**src/rtl/alu_issue_stage.sv**
```systemverilog
// alu_issue_stage: operand-issue stage in front of the 32-bit ALU.
// Takes one op per in_valid/in_ready handshake, holds it on the ALU inputs
// for SETTLE_CYCLES edges, then captures result/flags for a downstream
// valid/ready consumer.
// Optional behavioural self-check of the ALU: define ALU_ISSUE_CHECK_EN.
//
// state  | meaning
// IDLE   | nothing in flight, ready to accept an op
// SETTLE | ALU inputs held stable, settle counter running
// HOLD   | result captured, waiting for out_ready
module alu_issue_stage #(
  parameter int SETTLE_CYCLES = 4,
  parameter int WIDTH         = 32
) (
  input  logic             clk,
  input  logic             reset,
  input  logic             in_valid,
  output logic             in_ready,
  input  logic [WIDTH-1:0] in_a,
  input  logic [WIDTH-1:0] in_b,
  input  logic [2:0]       in_cmd,
  output logic [WIDTH-1:0] alu_operandA,
  output logic [WIDTH-1:0] alu_operandB,
  output logic [2:0]       alu_command,
  input  logic [WIDTH-1:0] alu_result,
  input  logic             alu_carryout,
  input  logic             alu_zero,
  input  logic             alu_overflow,
  output logic             out_valid,
  input  logic             out_ready,
  output logic [WIDTH-1:0] out_result,
  output logic             out_carryout,
  output logic             out_zero,
  output logic             out_overflow,
  output logic [2:0]       out_cmd,
  output logic             busy,
  output logic             mismatch
);

  typedef enum logic [1:0] {IDLE, SETTLE, HOLD} state_t;

  localparam logic [7:0] CNT_INIT = 8'(SETTLE_CYCLES - 1);

  localparam logic [2:0] CMD_ADD  = 3'd0;
  localparam logic [2:0] CMD_SUB  = 3'd1;
  localparam logic [2:0] CMD_XOR  = 3'd2;
  localparam logic [2:0] CMD_SLT  = 3'd3;
  localparam logic [2:0] CMD_AND  = 3'd4;
  localparam logic [2:0] CMD_NAND = 3'd5;
  localparam logic [2:0] CMD_NOR  = 3'd6;
  localparam logic [2:0] CMD_OR   = 3'd7;

  state_t     state, state_nxt;
  logic [7:0] cnt;
  logic       accept;
  logic       capture;
  logic       retire;
  logic       arith_cmd;

  assign accept    = in_valid & in_ready;
  assign capture   = (state == SETTLE) && (cnt == 8'd0);
  assign retire    = (state == HOLD) && out_ready;
  assign busy      = (state != IDLE);
  // Carry and overflow only carry meaning for the adder commands.
  assign arith_cmd = (alu_command == CMD_ADD) || (alu_command == CMD_SUB);

  // State register
  always_ff @(posedge clk) begin
    if (reset) state <= IDLE;
    else       state <= state_nxt;
  end

  // Next-state and in_ready; in_ready must not look at in_valid
  always_comb begin
    state_nxt = state;
    in_ready  = 1'b0;
    case (state)
      IDLE: begin
        in_ready = 1'b1;
        if (in_valid) state_nxt = SETTLE;
      end
      SETTLE: begin
        if (cnt == 8'd0) state_nxt = HOLD;
      end
      HOLD: begin
        in_ready = out_ready;
        if (out_ready) state_nxt = in_valid ? SETTLE : IDLE;
      end
      default: state_nxt = IDLE;
    endcase
  end

  // ALU input registers and settle counter; ALU inputs move only on accept
  always_ff @(posedge clk) begin
    if (reset) begin
      cnt          <= 8'd0;
      alu_operandA <= '0;
      alu_operandB <= '0;
      alu_command  <= 3'd0;
    end else begin
      if (accept) begin
        alu_operandA <= in_a;
        alu_operandB <= in_b;
        alu_command  <= in_cmd;
        cnt          <= CNT_INIT;
      end else if ((state == SETTLE) && (cnt != 8'd0)) begin
        cnt <= cnt - 8'd1;
      end
    end
  end

  // Output register: capture at end of settle, drop valid on retire
  always_ff @(posedge clk) begin
    if (reset) begin
      out_valid    <= 1'b0;
      out_result   <= '0;
      out_carryout <= 1'b0;
      out_zero     <= 1'b0;
      out_overflow <= 1'b0;
      out_cmd      <= 3'd0;
    end else if (capture) begin
      out_valid    <= 1'b1;
      out_result   <= alu_result;
      out_zero     <= alu_zero;
      out_cmd      <= alu_command;
      out_carryout <= arith_cmd ? alu_carryout : 1'b0;
      out_overflow <= arith_cmd ? alu_overflow : 1'b0;
    end else if (retire) begin
      out_valid    <= 1'b0;
    end
  end

`ifdef ALU_ISSUE_CHECK_EN
  logic [WIDTH-1:0] exp_result;
  logic             exp_zero;

  // Reference ALU evaluated on the held operands
  always_comb begin
    exp_result = '0;
    case (alu_command)
      CMD_ADD:  exp_result = alu_operandA + alu_operandB;
      CMD_SUB:  exp_result = alu_operandA - alu_operandB;
      CMD_XOR:  exp_result = alu_operandA ^ alu_operandB;
      CMD_SLT:  exp_result = {{(WIDTH-1){1'b0}},
                              ($signed(alu_operandA) < $signed(alu_operandB))};
      CMD_AND:  exp_result = alu_operandA & alu_operandB;
      CMD_NAND: exp_result = ~(alu_operandA & alu_operandB);
      CMD_NOR:  exp_result = ~(alu_operandA | alu_operandB);
      CMD_OR:   exp_result = alu_operandA | alu_operandB;
      default:  exp_result = '0;
    endcase
    exp_zero = (exp_result == '0);
  end

  // Sticky mismatch flag, compared at the capture edge only
  always_ff @(posedge clk) begin
    if (reset)
      mismatch <= 1'b0;
    else if (capture && ((exp_result != alu_result) || (exp_zero != alu_zero)))
      mismatch <= 1'b1;
  end
`else
  assign mismatch = 1'b0;
`endif

endmodule

```
**config.mk**
```make
export PLATFORM = sky130hd
export DESIGN_NAME = alu_issue_stage
export DESIGN_NICKNAME = d
export VERILOG_FILES = /design/src/rtl/alu_issue_stage.sv
export SDC_FILE = /design/constraint.sdc
export NUM_CORES = 1
export LEC_CHECK = 0
export ABC_CLOCK_PERIOD_IN_PS = 1700
export CORE_MARGIN = 3
export CORE_UTILIZATION = 36
export DETAILED_ROUTE_END_ITERATION = 10
export HOLD_SLACK_MARGIN = 0.08
export PLACE_DENSITY = 0.77
export SYNTH_ARGS = -nofsm -noshare
export SYNTH_HDL_FRONTEND = slang
export SYNTH_SLANG_ARGS = --single-unit
```
**constraint.sdc**
```tcl
create_clock -name clk -period 1.7 [get_ports clk]
set_input_delay 0.34 -clock clk [delete_from_list [all_inputs] [get_ports clk]]
set_output_delay 0.34 -clock clk [all_outputs]
set_load 0.01 [all_outputs]
```
**After elaboration in Yosys (flattened, before gate mapping)**

Index checks and enable logic that the tools add are counted.

- Logic and storage cells: 45
- Flip-flop bits (word level): 116
- Memories kept: 0
- Memory bits (read-only): 0
- Latch bits: 0
- Output and inout bits: 109
- Input bits: 106
- Memory bits (writable): 0

- Equality and inequality tests: 6
- Div/mod/pow operators: 0
- Mux-type cells: 12
- Reduce and logical (&&, ||, !) cells: 13
- Add/subtract/negate cells: 1
- Multipliers: 0
- Bitwise gates (word level): 1
- $lt $le $gt $ge: 0
- Shifts and indexed selects: 0

Operators by type and width:

| kind | count |
|---|---|
| 2-bit two-way mux | 5 |
| 8-bit logical NOT | 1 |
| 8-bit nonzero test | 1 |
| 8-bit by 1-bit subtractor with 8-bit output, second input constant | 1 |
| 2-bit case mux with 3 select lines | 1 |
| 2-bit nonzero test | 3 |
| 1-bit two-way mux | 5 |
| 2-bit inequality test, second input constant | 2 |
| 3-bit by 1-bit == test with 1-bit output, second input constant | 1 |
| 1-bit logical AND | 3 |
| 3-bit logical NOT | 1 |
| 3-bit AND reduction | 1 |
| 2-bit by 1-bit == test with 1-bit output, second input constant | 1 |
| 2-bit == test, second input constant | 1 |
| 2-bit logical NOT | 1 |
| 2-bit by 1-bit inequality test with 1-bit output, second input constant | 1 |
| 1-bit case mux with 2 select lines | 1 |
| 2-bit OR reduction | 1 |
| 1-bit bitwise AND | 1 |
| 1-bit logical OR | 1 |

**Longest topological paths before layout**

- Depth in word-level cells: 4
- Gate-level depth with buffers: 8
- Gate-level depth less buffers: 6

**Worst setup path before layout**

OpenSTA, ideal clock, no wires.

- Kind: reg2reg
- Start: reg cnt[0]
- End: reg cnt[4]
- Path buffers: 1
- Slack: 0.026 ns
- Data required time: 1.580 ns
- Period minus slack after synthesis: 1.674 ns
- Cell stages (with the launch flop): 8
- Setup time: 0.120 ns
- Data arrival time: 1.554 ns
- Cells stage by stage: dfxtp_1 inv_1 ha_1 or3b_2 clkbuf_1 o2111ai_1 xor2_1 nor2_1

- Cells in the longest elaborated chain, start to end: 2
- Elaborated cells between the ends (all ways): 3
- Classes of those cells: add/sub: 1; reduce/logical: 2

Ends and longest elaborated chain:

| item | line | RTL |
|---|---|---|
| from (decl) | 54 | `logic [7:0] cnt;` |
| from (signal assigned) | 107 | `cnt <= cnt - 8'd1;` |
| branches (longest 2 deep; another with 8-bit by 1-bit subtractor with 8-bit output) | -- |  |

Several ways; the timed one is not identified.
A chain may end at the register's enable or synchronous reset.

**Worst setup path in the final report**

- Start: reg alu_operandA[24]
- End: out alu_operandA[24]

RTL lines:

| item | line | RTL |
|---|---|---|
| from (decl) | 22 | `output logic [WIDTH-1:0] alu_operandA,` |
| from (signal assigned) | 102 | `alu_operandA <= in_a;` |

No word-level cell between the ends.

==> metrics.md <==
| Metric | Value |
|---|---|
| Hold Buf Count CTS | `0` |
| R2R cell count | `4` |
| Highest-count cells in the layout ignoring fill and taps | `209 x nand2_1, 205 x clkdlybuf4s50_1, 115 x dfxtp_1` |
| Status | `finished, final reports clean` |
| R2R Setup Slk | `0.06 ns` |
| Die area | `12900 µm²` |
| Final wirelength | `12660 µm` |
| First-pass GRT wire length | `19730 µm` |
| Die span in y | `113.6 µm` |
| DRC Markers | `0` |
| Design Area, Final | `7149 µm²` |
| CP bufs+invs | `1` |
| Psw | `1.968 mW` |
| Req. time, crit path | `1.36 ns` |
| Worst setup margin | `0.04477 ns` |
| Switching part of the total | `25.20%` |
| Reg clk slew, reported paths | `0.05 ns` |
| I/O pins | `215` |
| ANT cells | `0` |
| Post-CTS Repair Setup Buffers | `0` |
| Slowest stage cell, crit path | `clkdlybuf4s50_1` |
| Multi-input logic area | `1698 µm²` |
| Post-synth EDFFs | `0` |
| Placed Area | `6554 µm²` |
| Row count | `38` |
| DRT Pass-1 Iters | `5` |
| Final hold vios | `0` |
| Reg2reg end | `cnt[4]` |
| Worst-Skew Late Latency | `0.41 ns` |
| Vias in the first global route | `4127` |
| Initial Util | `37.61%` |
| Layout cells sized above 1 | `8.522%` |
| Busiest layer in global routing | `met2` |
| Mean routed wirelength per cell | `14.21 µm` |
| CP arrival | `1.32 ns` |
| Power Dens Cells | `1092 nW/µm²` |
| Final min period | `1.655 ns` |
| Setup crit end kind | `output pin` |
| Setup crit end | `alu_operandA[24]` |
| # fillers | `921` |
| VDD IR max | `664.4 µV` |
| Pleak | `2.727 nW` |
| Yosys warns | `0` |
| Clock buffer depth | `2` |
| Clk root buf | `clkbuf_16` |
| Met1 usage in global routing | `20.38%` |
| Initial antenna violation count | `0` |
| TritonCTS clock tree | `built` |
| Layout area overhead | `71.59%` |
| Gpl congestion | `0.7855` |
| Max Slew Vio Count | `0` |
| TNS Setup | `0 ns` |
| CP Launch Type | `flop` |
| Hold/Removal Path Class | `input pin to flop` |
| Initial DRC count | `354` |
| Synth cell types | `31` |
| Sequential share of power | `39.0%` |
| Port buffer count | `213` |
| Core Region | `11080 µm²` |
| Register area | `2323 µm²` |
| Vias per cell | `4.765` |
| CP top delay family | `buffers and inverters` |
| Post-DP HPWL | `8994 µm` |
| Vias | `4246` |
| Most common cell after layout, fill and taps aside | `nand2_1` |
| Final period util | `97.37%` |
| Overall power | `7.809 mW` |
| Clock share of power | `41.9%` |
| Cell depth of the worst setup path | `1` |
| Maxcap violations | `0` |
| CTS H-Tree Depth | `4` |
| Syn_nets | `632` |
| Clock Skew | `0.004678 ns` |
| Met2 Use GR | `32.63%` |
| GRT Overall Usage | `19.11%` |
| Crit. Startpoint | `alu_operandA[24]` |
| Gr ovfl total | `0` |
| Post-Syn Instances | `524` |
| Util after Layout | `64.54%` |
| Combinational power share | `19.1%` |
| Met3 usage | `8.064%` |
| Max incr delay on CP | `0.57 ns` |
| Setup CP Type | `flop to output pin` |
| Nets | `846` |
| Mapped Area | `4166 µm²` |
| Clock buffer count from CTS | `17` |
| Pre-CTS setup slack | `-0.4362 ns` |
| Largest net degree at the start of global routing | `49` |
| Cell Chain, Critical Path | `clkdlybuf4s50_1` |
| Die Wd | `113.6 µm` |
| Worst Path Max Fanout | `2` |
| Antenna-violating nets left | `0` |
| Setup-failing EPs final | `0` |
| FF-to-FF Start | `cnt[2]` |
| Main synth FF type | `dfxtp_1` |
| Int Power | `5.841 mW` |
| Num Clock Sinks | `116` |
| Register bit total from synthesis | `116` |
| Ys async rst share | `0%` |
| Fmax | `0.6041 GHz` |
| Avg Cell Area, Syn | `7.951 µm²` |
| Seq/Total Area, Yosys | `55.74%` |
-- registers in the layout (all words and copies together) (netlist names) --
signal        flops
alu_command       3
alu_operandA     32
alu_operandB     32
cnt               8
out_carryout      1
out_cmd           3
out_overflow      1
out_result       32
out_valid         1
out_zero          1
state             2
-- worst min-delay path by stage --
stage	startpoint	end	slack [ns]	depth (start not counted)
3_5_place_dp	alu_operandB[23]	alu_operandB[23]	0.45	2
3_3_place_gp	out_overflow	out_overflow	0.44	2
6_report	reset	cnt[0]	0.31	2
5_1_grt	reset	cnt[0]	0.32	2
2_1_floorplan	in_a[0]	alu_operandA[0]	0.48	2
4_1_cts	reset	cnt[0]	0.29	2
-- layer usage --
metal  share of wire (%)  routed length (µm)  vias to the layer above
li1                    -                   -                     2121
met1                  39                4957                     1927
met2                  49                6160                      175
met3                 9.8                1240                       23
met4                 2.4                 304                        0
met5                   0                   0                        -
-- synth_stat cells (all sizes together) (3+ instances only) --
cell type | number | area share, %
nand2 | 209 | 19
dfxtp | 116 | 56
a21oi | 109 | 13
clkbuf | 27 | 2.4
nor2 | 11 | 0.99
buf | 10 | 1.4
inv | 6 | 0.54
xor2 | 6 | 1.3
o211ai | 4 | 0.72
nand3 | 3 | 0.36
-- metrics by stage --
step | hold WS, ns | cells
after detailed placement | 0.4457 | 859
after floorplan | 0.4760 | 524
after CTS | 0.2865 | 891
after global routing | 0.3193 | 891
final | 0.3071 | 891
after global placement | 0.4401 | 859
-- final cells by class --
class | count | share of cell area (%)
inverter | 6 | 0.3150
clock inverter | 10 | 1.138
timing repair buffer | 232 | 33.22
multi-input combinational | 365 | 23.75
tap | 140 | 2.450
sequential | 116 | 32.50
clock buffer | 22 | 6.633
-- timing repair --
item / CTS / global route
setup endpoints to repair: 6 / 49
resized for setup: 10 / 9
pin swaps: 1 / 2
-- power groups by stage --
stage          sequential [mW]  combinational [mW]  clock (mW)
3_3_place_gp              3.08                1.46           0
6_report                  3.04                1.49        3.27
4_1_cts                   3.04                1.50        3.36
3_5_place_dp              3.09                1.48           0
5_1_grt                   3.07                1.62        3.50
2_1_floorplan             3.17               0.559           0
-- logic make-up after synthesis --
logic type / after synthesis / share of synthesized area [%]
xor+xnor: 7 / 1.472
compound gates: 119 / 15.44
buf+inv: 43 / 4.384
other cells: 1 / 0.09000
fa+ha+maj: 2 / 0.6005
flops: 116 / 55.74
simple gates: 236 / 22.28
No activity file was read; power rests on OpenSTA's default activity.
